--- src/rtl/relogio_pkg.sv ---
// Shared types and default timing constants for the clock time-set controller.
package relogio_pkg;

    typedef enum logic [1:0] {
        RUN      = 2'd0,
        SET_HOUR = 2'd1,
        SET_MIN  = 2'd2
    } ajuste_state_t;

    localparam int unsigned DEB_CYCLES_DEF = 1_000_000;
    localparam int unsigned TIMEOUT_S_DEF  = 30;
    localparam int unsigned REP_DELAY_DEF  = 25_000_000;
    localparam int unsigned REP_PERIOD_DEF = 10_000_000;

    // The mode key walks RUN -> SET_HOUR -> SET_MIN -> RUN.
    function automatic ajuste_state_t next_mode(input ajuste_state_t s);
        case (s)
            RUN:      return SET_HOUR;
            SET_HOUR: return SET_MIN;
            default:  return RUN;
        endcase
    endfunction

endpackage

--- src/rtl/ajuste_relogio_debounce_tecla.sv ---
// debounce_tecla: 2-FF synchroniser, stability counter and one-cycle press pulse
// for one active-low pushbutton.
module debounce_tecla
    import relogio_pkg::*;
#(
    parameter int unsigned DEB_CYCLES = DEB_CYCLES_DEF
) (
    input  logic clk_i,
    input  logic rst_i,
    input  logic key_n_i,
    output logic press_o,
    output logic held_o
);

    localparam int unsigned CW = (DEB_CYCLES > 1) ? $clog2(DEB_CYCLES + 1) : 1;

    logic          sync1_q, sync2_q;
    logic          level_q, level_prev_q;
    logic          armed_q;
    logic          press_q;
    logic [CW-1:0] cnt_q;
    logic          cnt_done;

    assign cnt_done = (cnt_q == CW'(DEB_CYCLES - 1));

    always_ff @(posedge clk_i or posedge rst_i) begin
        if (rst_i) begin
            sync1_q      <= 1'b1;
            sync2_q      <= 1'b1;
            level_q      <= 1'b1;
            level_prev_q <= 1'b1;
            armed_q      <= 1'b0;
            cnt_q        <= '0;
            press_q      <= 1'b0;
        end else begin
            sync1_q      <= key_n_i;
            sync2_q      <= sync1_q;
            level_prev_q <= level_q;
            press_q      <= level_prev_q & ~level_q;
            // After reset the key must be seen released for a full debounce
            // window before any press can be accepted.
            if (!armed_q) begin
                if (sync2_q) begin
                    if (cnt_done) begin
                        armed_q <= 1'b1;
                        cnt_q   <= '0;
                    end else begin
                        cnt_q <= cnt_q + CW'(1);
                    end
                end else begin
                    cnt_q <= '0;
                end
            end else if (sync2_q != level_q) begin
                if (cnt_done) begin
                    level_q <= sync2_q;
                    cnt_q   <= '0;
                end else begin
                    cnt_q <= cnt_q + CW'(1);
                end
            end else begin
                cnt_q <= '0;
            end
        end
    end

    assign press_o = press_q;
    assign held_o  = armed_q & ~level_q;

endmodule

--- src/rtl/ajuste_relogio.sv ---
// ajuste_relogio: RUN / SET_HOUR / SET_MIN time-set controller with blink masks and timeout.
// Optional key_inc auto-repeat is built only when AJUSTE_AUTO_REPEAT_EN is defined.
module ajuste_relogio
    import relogio_pkg::*;
#(
    parameter int unsigned DEB_CYCLES = DEB_CYCLES_DEF,
    parameter int unsigned TIMEOUT_S  = TIMEOUT_S_DEF,
    parameter int unsigned REP_DELAY  = REP_DELAY_DEF,
    parameter int unsigned REP_PERIOD = REP_PERIOD_DEF
) (
    input  logic CLOCK_50,
    input  logic reset,
    input  logic key_mode_n,
    input  logic key_inc_n,
    input  logic tick_1hz,
    output logic run_tick,
    output logic inc_hour,
    output logic inc_minute,
    output logic clr_seconds,
    output logic blank_h,
    output logic blank_m,
    output logic set_active
);

    localparam int unsigned TW = (TIMEOUT_S > 1) ? $clog2(TIMEOUT_S + 1) : 1;

    ajuste_state_t state_q;
    logic          blink_q;
    logic [TW-1:0] tcnt_q;
    logic          inc_hour_q, inc_minute_q, clr_seconds_q;

    logic mode_press, mode_held, inc_press, inc_held;
    logic rep_fire, inc_event, in_set;
    logic unused_keys;

    debounce_tecla #(.DEB_CYCLES(DEB_CYCLES)) u_deb_mode (
        .clk_i   (CLOCK_50),
        .rst_i   (reset),
        .key_n_i (key_mode_n),
        .press_o (mode_press),
        .held_o  (mode_held)
    );

    debounce_tecla #(.DEB_CYCLES(DEB_CYCLES)) u_deb_inc (
        .clk_i   (CLOCK_50),
        .rst_i   (reset),
        .key_n_i (key_inc_n),
        .press_o (inc_press),
        .held_o  (inc_held)
    );

    assign in_set    = (state_q != RUN);
    assign inc_event = inc_press | rep_fire;

`ifdef AJUSTE_AUTO_REPEAT_EN
    localparam int unsigned REP_MAX = (REP_DELAY > REP_PERIOD) ? REP_DELAY : REP_PERIOD;
    localparam int unsigned RW      = $clog2(REP_MAX + 1);

    logic          rep_active_q, rep_first_q;
    logic [RW-1:0] rep_cnt_q;
    logic          rep_hit;

    // rep_cnt_q counts cycles the key has been held since acceptance or the last repeat.
    assign rep_hit  = (rep_cnt_q == (rep_first_q ? RW'(REP_DELAY) : RW'(REP_PERIOD)));
    assign rep_fire = rep_active_q & rep_hit & inc_held & in_set & ~mode_press;

    always_ff @(posedge CLOCK_50 or posedge reset) begin
        if (reset) begin
            rep_active_q <= 1'b0;
            rep_first_q  <= 1'b1;
            rep_cnt_q    <= '0;
        end else if (!inc_held || !in_set || mode_press) begin
            rep_active_q <= 1'b0;
            rep_first_q  <= 1'b1;
            rep_cnt_q    <= '0;
        end else begin
            if (inc_press) begin
                rep_active_q <= 1'b1;
            end
            if (rep_fire) begin
                rep_first_q <= 1'b0;
                rep_cnt_q   <= RW'(1);
            end else if (rep_cnt_q != RW'(REP_MAX)) begin
                rep_cnt_q <= rep_cnt_q + RW'(1);
            end
        end
    end

    assign unused_keys = mode_held;
`else
    assign rep_fire    = 1'b0;
    assign unused_keys = mode_held ^ inc_held ^ (REP_DELAY != REP_PERIOD);
`endif

    always_ff @(posedge CLOCK_50 or posedge reset) begin
        if (reset) begin
            state_q       <= RUN;
            blink_q       <= 1'b0;
            tcnt_q        <= '0;
            inc_hour_q    <= 1'b0;
            inc_minute_q  <= 1'b0;
            clr_seconds_q <= 1'b0;
        end else begin
            inc_hour_q    <= 1'b0;
            inc_minute_q  <= 1'b0;
            clr_seconds_q <= 1'b0;
            // Mode press has priority over a coincident inc press or tick.
            if (mode_press) begin
                state_q       <= next_mode(state_q);
                clr_seconds_q <= (state_q == RUN);
                blink_q       <= 1'b0;
                tcnt_q        <= '0;
            end else if (in_set) begin
                if (inc_event) begin
                    inc_hour_q   <= (state_q == SET_HOUR);
                    inc_minute_q <= (state_q == SET_MIN);
                    tcnt_q       <= '0;
                    if (tick_1hz) begin
                        blink_q <= ~blink_q;
                    end
                end else if (tick_1hz) begin
                    if (tcnt_q == TW'(TIMEOUT_S - 1)) begin
                        state_q <= RUN;
                        blink_q <= 1'b0;
                        tcnt_q  <= '0;
                    end else begin
                        tcnt_q  <= tcnt_q + TW'(1);
                        blink_q <= ~blink_q;
                    end
                end
            end
        end
    end

    assign run_tick    = tick_1hz & (state_q == RUN);
    assign inc_hour    = inc_hour_q;
    assign inc_minute  = inc_minute_q;
    assign clr_seconds = clr_seconds_q;
    assign blank_h     = (state_q == SET_HOUR) & blink_q;
    assign blank_m     = (state_q == SET_MIN) & blink_q;
    assign set_active  = in_set;

endmodule
--- config.mk ---
export PLATFORM = sky130hd
export DESIGN_NAME = ajuste_relogio
export DESIGN_NICKNAME = d
export VERILOG_FILES = /design/src/rtl/relogio_pkg.sv /design/src/rtl/ajuste_relogio_debounce_tecla.sv /design/src/rtl/ajuste_relogio.sv
export SDC_FILE = /design/constraint.sdc
export NUM_CORES = 1
export LEC_CHECK = 0
export CAP_MARGIN = 40
export CORE_MARGIN = 1.5
export CORE_UTILIZATION = 45
export CTS_CLUSTER_SIZE = 16
export DETAILED_ROUTE_END_ITERATION = 10
export PLACE_DENSITY = 0.61
export SLEW_MARGIN = 10
export SYNTH_ARGS = -nofsm -noshare
export SYNTH_HDL_FRONTEND = slang
export SYNTH_HIERARCHICAL = 1
export SYNTH_SLANG_ARGS = --single-unit
--- constraint.sdc ---
create_clock -name CLOCK_50 -period 2.5 [get_ports CLOCK_50]
set_input_delay 0.5 -clock CLOCK_50 [delete_from_list [all_inputs] [get_ports CLOCK_50]]
set_output_delay 0.5 -clock CLOCK_50 [all_outputs]
set_load 0.005 [all_outputs]
# Word-level counts from Yosys, hierarchy flattened
# Index checks and enable logic that the tools add are counted.
[word_totals]
elab_cells = 88
out_inout_bits = 7
regBits = 63
input_bits = 5
[op_classes]
eq_ne = 8
n_reduce_logical = 11
bitwise_logic = 8
add_sub_neg = 3
muxes = 38
[ops]
columns = ["operator", "count"]
rows = [
  ["two-way mux 20 bit", 8],
  ["adder 20 x 1 -> 20 bit (second input constant)", 2],
  ["== test 20 bit (second input constant)", 2],
  ["two-way mux 5 bit", 5],
  ["two-way mux 1 bit", 19],
  ["two-way mux 2 bit", 5],
  ["nonzero test 2 bit", 4],
  ["AND reduction 3 bit", 2],
  ["adder 5 x 1 -> 5 bit (second input constant)", 1],
  ["AND 1 bit", 5],
  ["== test 5 bit (second input constant)", 1],
  ["one-hot mux 2 bit (2 select lines)", 1],
  ["AND reduction 2 bit", 2],
  ["AND reduction 4 bit", 1],
  ["NOT 1 bit", 3],
  ["nonzero test 3 bit", 1],
  ["== test 2 x 1 -> 1 bit (second input constant)", 1],
  ["== test 2 bit (second input constant)", 1],
  ["logical NOT 2 bit", 1],
  ["inequality test 1 bit", 2],
  ["inequality test 2 bit (second input constant)", 1],
]

# Logic depth before layout (Yosys ltp)
[logic_depth]
word_depth = 6
mapped_depth = 7
mapped_depth_nobuf = 5

# Modules after synthesis
# The synthesis kept the hierarchy.
[by_module_without_submodules]
columns = ["mod", "area_per_inst_um2", "instances", "cells_per_inst", "seq_area_each_um2"]
rows = [
  ["debounce_tecla", 1217.4, 2, 118, 655.6],
  ["ajuste_relogio", 639.4, 1, 59, 275.3],
]

# Least setup slack after synthesis
# No wires, ideal clock.
[synth_timing]
path_type = "reg2reg"
startpoint = "reg u_deb_inc.cnt_q[0]"
endpoint = "reg u_deb_inc.cnt_q[18]"
period_less_slack_ps = 1707
required_ps = 2423
n_path_buf = 1
setup_ps = 77
t_arrival_ps = 1630
path_stages_with_launch = 7
slack_ps = 793
path_cell_list = "dfrtp_1 ha_1 and4_1 clkbuf_1 nand2_1 or4_1 a21oi_1"
[synth_between]
elab_chain_cells = 4
elab_cells_between_ends = 6
classes_between = "1 x add/sub; 1 x eq/ne; 4 x mux"
[synth_lines]
columns = ["element", "line_no", "text"]
rows = [
  ["start: declaration", "ajuste_relogio_debounce_tecla.sv:21", "logic [CW-1:0] cnt_q;"],
  ["start signal: assignment", "ajuste_relogio_debounce_tecla.sv:48", "cnt_q <= cnt_q + CW'(1);"],
  ["start signal: assignment", "ajuste_relogio_debounce_tecla.sv:58", "cnt_q <= cnt_q + CW'(1);"],
  ["adder 20 x 1 -> 20 bit / == test 20 bit (equally long branches)", "ajuste_relogio_debounce_tecla.sv:48, ajuste_relogio_debounce_tecla.sv:58, ajuste_relogio_debounce_tecla.sv:24", ""],
  ["two-way mux 20 bit *", "ajuste_relogio_debounce_tecla.sv:44, ajuste_relogio_debounce_tecla.sv:54", ""],
  ["two-way mux 20 bit (on tied branches)", "ajuste_relogio_debounce_tecla.sv:43, ajuste_relogio_debounce_tecla.sv:53", ""],
  ["two-way mux 20 bit *", "ajuste_relogio_debounce_tecla.sv:42", "if (!armed_q) begin"],
]
# Every way passes the cells marked *; elsewhere a longest branch is shown, timed or not.
# A chain may end at the register's enable or synchronous reset.

# Worst setup path in the final report
[layout_timing]
startpoint = "in tick_1hz"
endpoint = "out run_tick"
[layout_between]
elab_chain_cells = 1
[layout_lines]
columns = ["element", "line_no", "text"]
rows = [
  ["start: declaration", "ajuste_relogio.sv:15", "input logic tick_1hz,"],
  ["AND 1 bit", "ajuste_relogio.sv:135", "assign run_tick = tick_1hz & (state_q == RUN);"],
  ["end: declaration", "ajuste_relogio.sv:16", "output logic run_tick,"],
]
# Every way passes these cells.

==> results.md <==
- Final worst-path cycle share: approximately nine tenths
- Placeable Area: 6460 µm²
- DR vias: ~2.1k
- Yosys warnings: 6
- CP Max Fanout: 5
- Vias in the first global route: 2,042
- CP Launch Type: primary input
- # fillers: 594
- Initial antenna violation count: 0
- Root buffer cell: clkbuf_8
- Total track usage: around 16%
- Gate power share: 3.4%
- Failing checks: design-rule violations
- Drt first pass iters: 9
- Hold Buf Count CTS: 0
- Final #Nets: about 320
- Worst skew pair latency: around 0.34 ns
- Rows: 29
- Register area: approximately 1600 µm²
- Iteration-0 DRC Markers: a little over 80
- Fmax achieved: about 450 MHz
- Slew headroom: 66.6%
- Total Neg Setup Slack: 0 ns
- CP most frequent cell: clkdlybuf4s50_1
- Mapped Area: approximately 3100 µm²
- Syn_nets: just over 300
- Min-Delay Path Class: reg2reg
- Setup slack after layout: between 0.2 and 0.3 ns
- Die Span X: approximately 85 µm
- GRT overflow: 0
- Worst vdd ir: between 0.3 and 0.4 mV
- Post-route ant nets: 0
- CP Cell Sequence: clkdlybuf4s50_1, and2_1, clkdlybuf4s50_1
- Switching part of the total: 21.9%
- Die ar.: approximately 7300 µm²
- Most frequent cells in the layout: dfrtp_1 (55), nor2_1 (36), nand2_1 (18), xor2_1 (18), nand3_1 (16)
- CTS max path bufs: 2
- Die height: ~85 µm
- Grt peak-use layer: met2
- Sinks on Clock Net: 63
- Switching power: 0.404 mW
- Avg Vias per Cell: 5.51
- Sequential power share: a little under three fifths
- Largest delay share family, worst path: buffers and inverters
- Met3 usage: ~3.8%
- Min Hold Slack: approximately 0.36 ns
- DP Worst Slack: slightly above 0.3 ns
- CTS tree: built
- P_int: between 1 and 1.5 mW
- Area of the multi-input gates: ~1400 µm²
- Detailed placement HPWL: 3.60 mm
- P_leak: 1.45 nW
- Crit path kind: in2out
- Maximum capacitance violations: 0
- Ratio of cells with drive above 1 in the final layout: 12.8%
- Final Max Tran Viols: 0
- Slowest CP cell: clkdlybuf4s50_1
- Fin crit period: approximately 2.2 ns
- Clk slew on worst S/H paths: around 0.060 ns
- Fin Clk Skew: roughly 0.012 ns
- Count of input and output buffers: 11
- H-tree levels: 3
- Num CTS Buffers: 9
- Routed length per placed instance: approximately 14 µm
- GRT met2 Usage: 23.9%
- First-pass GRT wire length: between 9 and 10 mm
- Clock power share: 40.1%
- Pwr Density: 546 nW/µm²
- Grt met1 use: between 20% and 30%
- Post_cts resized: 0
- Status: complete, but fails checks
- Actual slew at the worst max-slew pin: around 0.50 ns
- Total Wirelength: about 5.4 mm
- Initial core utilization: 47.4%
- Number of I/O pins: 12
- Worst Path Buf+Inv: 2
- RSZ-0062 raised after global routing: no
- CP Capture Type: output pin
- Post-Syn Instances: about 290
- Post-Syn Area per Cell: approximately 10 µm²
- Largest stage delay on the critical path: around 0.57 ns
- GPL Wtd Cong: approximately 0.76
- Setup bufs post-CTS: 0
- Leading cell type in the layout, fill and taps excluded: dfrtp_1
- Area growth from synthesis to layout: 10.5%
- Endpoints failing setup: 0
- Drt drc: 3
- Arrival time of the worst setup path: about 1.7 ns
- WP data required: ~2.0 ns
- Power, Total: approximately 1.8 mW
- Ant diodes: 0
- Pin count of the biggest net entering global routing: 27
- Endpoints failing hold: 0
routing by layer:
metal	up-vias	part of all wire (%)	wire length [µm]
met5	-	0	0
met1	1029	52	2820
met4	0	2.0	109
met2	24	43	2310
li1	1082	-	-
met3	12	2.6	142
registers in the layout (all words and copies together), names as in the netlist, 2 cells and up:
| register | cells |
|---|---|
| u_deb_inc/cnt_q | 20 |
| state_q | 2 |
| u_deb_mode/cnt_q | 20 |
| tcnt_q | 5 |
worst paths after layout:
check                           depth (start not counted)             endpoint          startpoint  slack (ns)
worst max-delay path                                    3             run_tick            tick_1hz        0.30
worst min-delay path                                    0   u_deb_mode/sync2_q  u_deb_mode/sync1_q        0.36
worst max register to register                          5  u_deb_inc/cnt_q[18]  u_deb_inc/cnt_q[0]        0.65
worst min register to register                          0   u_deb_mode/sync2_q  u_deb_mode/sync1_q        0.36
max in group asynchronous                               3   u_deb_mode/sync1_q               reset        1.61
min in group asynchronous                               2             inc_hour               reset        0.52
power groups by stage:
stage / logic (mW) / clock network, mW / registers, mW
final: 0.0626 / 0.740 / 1.04
after global routing: 0.0738 / 0.813 / 1.04
after CTS: 0.0654 / 0.766 / 1.04
after detailed placement: 0.0653 / 0 / 1.06
after global placement: 0.0647 / 0 / 1.06
after floorplan: 0.0413 / 0 / 1.06
layout make-up:
class	instances	area share, %
multi-input combinational	208	40.0
clock inverter	1	0.148
clock buffer	15	4.62
timing repair buffer	16	4.36
sequential	63	46.9
inverter	10	1.11
tap	77	2.85
metrics by stage:
step | cells | area, µm² | util (%)
final | 390 | 3380 | 52.4
after floorplan | 293 | 3060 | -
after detailed placement | 374 | 3220 | 49.9
after global placement | 374 | 3220 | 49.9
after CTS | 390 | 3380 | 52.4
after global routing | 390 | 3380 | 52.4
worst reg2reg max path: stages (launching register included):
cell and delay [ns]:
dfrtp_1 0.38, ha_1 0.22, and4_1 0.38, nand2_1 0.15, or4_1 0.49, a21oi_1 0.16
(Power assumes the default switching activity.)
